===== src/rtl/dual_issue_sched.sv =====
// dual_issue_sched: 4-entry issue window in front of the dual-issue decoder.
// The oldest two queued instructions are presented as an issue pair. One or
// two of them are consumed per cycle, depending on the decoder's verdict and
// the execute stall.
// Optional build macro DUAL_ISSUE_SCHED_STATS_EN adds saturating
// dual/single issue counters (stat_dual_o, stat_single_o).
// Handshake: fetch data is taken on a cycle where fetch_ready_o & fetch_v_i[0];
// the head pair is consumed on a cycle where dec_v_o[0] & issue_ready_i &
// !flush_i, and issue_count_o reports how many instructions left the window.
module dual_issue_sched #(
    parameter int instr_width_p = 32,
    parameter int pc_width_p    = 32
) (
    input  logic                       clk_i,
    input  logic                       reset_i,
    input  logic [1:0]                 fetch_v_i,
    input  logic [2*instr_width_p-1:0] fetch_instr_i,
    input  logic [pc_width_p-1:0]      fetch_pc_i,
    output logic                       fetch_ready_o,
    output logic [1:0]                 dec_v_o,
    output logic [2*instr_width_p-1:0] dec_instr_o,
    output logic [2*pc_width_p-1:0]    dec_pc_o,
    input  logic                       single_issue_i,
    input  logic                       issue_ready_i,
    output logic [1:0]                 issue_count_o,
    input  logic                       flush_i
`ifdef DUAL_ISSUE_SCHED_STATS_EN
    ,
    output logic [31:0]                stat_dual_o,
    output logic [31:0]                stat_single_o
`endif
);

    logic [instr_width_p-1:0] r_instr [4];
    logic [pc_width_p-1:0]    r_pc    [4];
    logic [1:0]               r_head;
    logic [1:0]               r_tail;
    logic [2:0]               r_count;

    logic [1:0]               w_head1;
    logic [1:0]               w_tail1;
    logic                     w_enq;
    logic [1:0]               w_enq_n;
    logic                     w_issue;
    logic [2:0]               w_count_next;

    assign w_head1 = r_head + 2'd1;
    assign w_tail1 = r_tail + 2'd1;

    // Ready comes from registered occupancy only, so a dequeue in the same
    // cycle never opens room for a fetch; this keeps fetch off the decoder path.
    assign fetch_ready_o = !reset_i && !flush_i && (r_count <= 3'd2);

    // Illegal mask 2'b10 has bit 0 clear and is therefore dropped here.
    assign w_enq   = fetch_ready_o && fetch_v_i[0];
    assign w_enq_n = !w_enq ? 2'd0 : (fetch_v_i[1] ? 2'd2 : 2'd1);

    // Issue pair presentation; empty slots drive zeros.
    always_comb begin
        dec_v_o     = {r_count >= 3'd2, r_count >= 3'd1};
        dec_instr_o = '0;
        dec_pc_o    = '0;
        if (dec_v_o[0]) begin
            dec_instr_o[instr_width_p-1:0] = r_instr[r_head];
            dec_pc_o[pc_width_p-1:0]       = r_pc[r_head];
        end
        if (dec_v_o[1]) begin
            dec_instr_o[2*instr_width_p-1:instr_width_p] = r_instr[w_head1];
            dec_pc_o[2*pc_width_p-1:pc_width_p]          = r_pc[w_head1];
        end
    end

    // Consumption count: a lone entry always issues alone.
    assign w_issue = dec_v_o[0] && issue_ready_i && !flush_i;
    always_comb begin
        issue_count_o = 2'd0;
        if (w_issue) begin
            issue_count_o = (dec_v_o[1] && !single_issue_i) ? 2'd2 : 2'd1;
        end
    end

    assign w_count_next = r_count + {1'b0, w_enq_n} - {1'b0, issue_count_o};

    // Pointer and occupancy update; flush empties the window and realigns to 0.
    always_ff @(posedge clk_i or posedge reset_i) begin
        if (reset_i) begin
            r_head  <= 2'd0;
            r_tail  <= 2'd0;
            r_count <= 3'd0;
        end else if (flush_i) begin
            r_head  <= 2'd0;
            r_tail  <= 2'd0;
            r_count <= 3'd0;
        end else begin
            r_head  <= r_head + issue_count_o;
            r_tail  <= r_tail + w_enq_n;
            r_count <= w_count_next;
        end
    end

    // Entry storage; contents of empty slots are never observed.
    always_ff @(posedge clk_i) begin
        if (w_enq) begin
            r_instr[r_tail] <= fetch_instr_i[instr_width_p-1:0];
            r_pc[r_tail]    <= fetch_pc_i;
            if (fetch_v_i[1]) begin
                r_instr[w_tail1] <= fetch_instr_i[2*instr_width_p-1:instr_width_p];
                r_pc[w_tail1]    <= fetch_pc_i + pc_width_p'(4);
            end
        end
    end

`ifdef DUAL_ISSUE_SCHED_STATS_EN
    logic [31:0] r_stat_dual;
    logic [31:0] r_stat_single;

    // Saturating issue-width counters; intentionally untouched by flush.
    always_ff @(posedge clk_i or posedge reset_i) begin
        if (reset_i) begin
            r_stat_dual   <= 32'd0;
            r_stat_single <= 32'd0;
        end else begin
            if (issue_count_o == 2'd2 && r_stat_dual != 32'hFFFF_FFFF)
                r_stat_dual <= r_stat_dual + 32'd1;
            if (issue_count_o == 2'd1 && r_stat_single != 32'hFFFF_FFFF)
                r_stat_single <= r_stat_single + 32'd1;
        end
    end

    assign stat_dual_o   = r_stat_dual;
    assign stat_single_o = r_stat_single;
`endif

endmodule


===== config.mk =====
export PLATFORM = sky130hd
export DESIGN_NAME = dual_issue_sched
export DESIGN_NICKNAME = d
export VERILOG_FILES = /design/src/rtl/dual_issue_sched.sv
export SDC_FILE = /design/constraint.sdc
export NUM_CORES = 1
export LEC_CHECK = 0
export BUFFER_PORTS_ARGS = -buffer_cell sky130_fd_sc_hd__buf_2
export CORE_UTILIZATION = 41
export CTS_CLUSTER_DIAMETER = 30
export DETAILED_ROUTE_END_ITERATION = 6
export MAX_ROUTING_LAYER = met4
export PLACE_DENSITY = 0.69
export SLEW_MARGIN = 15
export SYNTH_ARGS = -nofsm -noshare
export SYNTH_HDL_FRONTEND = slang
export SYNTH_SLANG_ARGS = --single-unit

===== constraint.sdc =====
create_clock -name clk_i -period 20.6 [get_ports clk_i]
set_clock_uncertainty 0.05 [all_clocks]
set_input_delay 4.12 -clock clk_i [delete_from_list [all_inputs] [get_ports clk_i]]
set_output_delay 4.12 -clock clk_i [all_outputs]
set_load 0.01 [all_outputs]

==> metrics.txt <==
outcome=finished, final reports clean; crit share post-route=0.461; post-synth cell types=47; cells taking the most area after synthesis=edfxtp_1, mux4_2, nand2_1, and2_1, xor2_1; H-Tree Depth=2; Seq cells post-synth=approximately 260; top cells by count, synth=nand2_1, edfxtp_1, and2_1; sequential element share of the synthesized area=0.489; first-pass GRT wire length=approximately 70000 um; dpl cell area=between 0.015 and 0.02 mm2; Worst EP required=about 16 ns; R2R cell count=5; Initial Utilization=0.416; Max Cap Viol=0; asr flop ratio synth=0.0266; layout cells sized above 1=0.314; RD Place Congestion=between 0.8 and 0.9; f_max=between 0.1 and 0.15 GHz; NumNets Final=about 1700; Die H=200 um; pwr dens=~110 mW/mm2; I/O Buffers=235; fin crit period=9.49 ns; Critical Path AT=between 5 and 6 ns; grt ovf=0; ys flop type=edfxtp_1; nature of the critical path endpoint=output pin; VDD IR-drop max=around 0.097 mV; antenna viol nets, final=0; FILL cells=~3300; Rows=72; Synth area leader=edfxtp_1; starting DRC count in detailed routing=between 800 and 900; Remaining DRCs=0; CTS clk-pin slew, worst paths=approximately 0.040 ns; final-report max-slew violation count=0; Area Overhead vs Synth=22.7%; CTS tree=built; wire per inst=between 20 and 25 um; CTS root buf=clkbuf_16; startpoint types=input pin; Boundary Pins=~240; Pleak=about 7.6 nW; CP Max Fanout=11; DR pass1 iterations=7; CTS max path bufs=3; most frequent cell after synthesis=nand2_1; yosys warns=0; Post-synth EDFFs=256; antenna violations before repair=8; Final Hold Viols=0; post-synth top area share=0.478; slew margin rel.=0.175; Worst-Skew Late Latency=between 0.5 and 0.6 ns; WS Path Type=in -> out; post-CTS setup repair buffer count=0; post_cts resized=0; vias per cell=about 5.6; worst slew pin tran=between 1 and 1.5 ns; synthesized area per cell=11.5 um2; DRT Wirelength=47100 um; CTS Hold Bufs=0; hold depth=2; gr usage total=0.241; die width=approximately 200 um; syn_nets=1506; CTS Sinks=between 200 and 300; RSZ-0062 raised after global routing=no; final setup violation count=0; vias after detailed routing=~12000; Hold Path Class=reg -> reg; vias in the first global route=12100; Core ar.=0.0386 mm2; CTS Buf Count=60; Mapped Area=roughly 0.016 mm2; post-DP HPWL=approximately 29000 um; TNS Setup=0 ns; design area=~0.020 mm2; DIE AREA=approximately 0.04 mm2; pin count of the biggest net entering global routing=66; Post-Syn Instances=about 1400
flip-flops by register name, indices dropped and copies added, names as in the netlist:
| name | flops |
|---|---|
| r_head | 2 |
| r_tail | 2 |
| r_count | 3 |
| r_instr | 128 |
| r_pc | 128 |
cells by family after synthesis:
group                    share of synthesized area
AO/OA/AOI/OAI                              0.00334
XOR/XNOR                                    0.0670
adder cells (fa/ha/maj)                    0.00482
buffers and inverters                       0.0366
flip-flops                                   0.489
multiplexers                                 0.179
AND/OR/NAND/NOR                              0.220
through the flow:
step           hold WS, ns  worst slack (ns)   util  total power [mW]  cells
6_report             0.713             11.11  0.511              2.08   2169
5_1_grt              0.763             11.03  0.511              2.15   2168
4_1_cts              0.717             11.11  0.510              2.09   2160
3_5_place_dp         0.709             11.12  0.454              1.08   2049
3_3_place_gp         0.650             11.13  0.454              1.07   2049
2_1_floorplan        0.548             10.19      -             0.912   1398
report_power, final:
| part | leakage [nW] | switching (mW) | internal (mW) |
|---|---|---|---|
| Clock | 1.02 | 0.305 | 0.705 |
| Combinational | 4.13 | 0.246 | 0.195 |
| Sequential | 2.41 | 0.0182 | 0.607 |
area by class of cell:
cell class              count  area, um2  share of cell area
clock inverters            46        641              0.0325
clock buffers              65       1520              0.0770
inverters                   6       23.8             0.00120
diodes                      9       22.5             0.00114
flip-flops and latches    263       7870               0.399
multi-input cells        1008       7690               0.390
well taps                 518        648              0.0328
repair buffers            254       1320              0.0668
layout by cell type (no fill, tap or decap), drive strengths merged, types with 2 or more instances in the layout:
cell / n
a21oi: 3
inv: 9
nor2b: 5
nor3: 29
bufinv: 14
nor4: 24
ha: 3
xor2: 64
mux4: 128
nand4: 24
and4: 7
clkbuf: 65
fa: 2
nand2: 450
nor2: 40
edfxtp: 256
xnor2: 59
and3: 5
buf: 254
or3: 2
or2: 2
nand2b: 3
dfrtp: 7
clkinv: 18
diode: 9
clkinvlp: 11
and2: 131
nand3: 18
worst paths after layout:
kind	from	slack [ns]	end
setup / recovery	flush_i	11.11	fetch_ready_o
hold / removal	r_count[0]	0.71	r_count[0]
setup reg to reg	r_count[1]	16.93	r_instr[2][2]
hold reg to reg	r_count[0]	0.71	r_count[0]
max in group asynchronous	reset_i	16.81	r_head[1]
min in group asynchronous	reset_i	3.45	r_head[0]
worst max-delay path, stage by stage:
cell      delay (ns)
buf_2           0.17
a2111o_1        0.42
clkinv_2        0.35
buf_2           0.25
per-layer routing:
metal,wire length [um],vias to the layer above,global-route usage,part of all wire
met5,0,-,-,0
met4,1360,0,0.0990,0.029
met3,3570,111,0.0447,0.076
met2,23500,615,0.394,0.50
met1,18700,5982,0.295,0.40
li1,-,5371,-,-
Power figures use the tool's default switching activity.
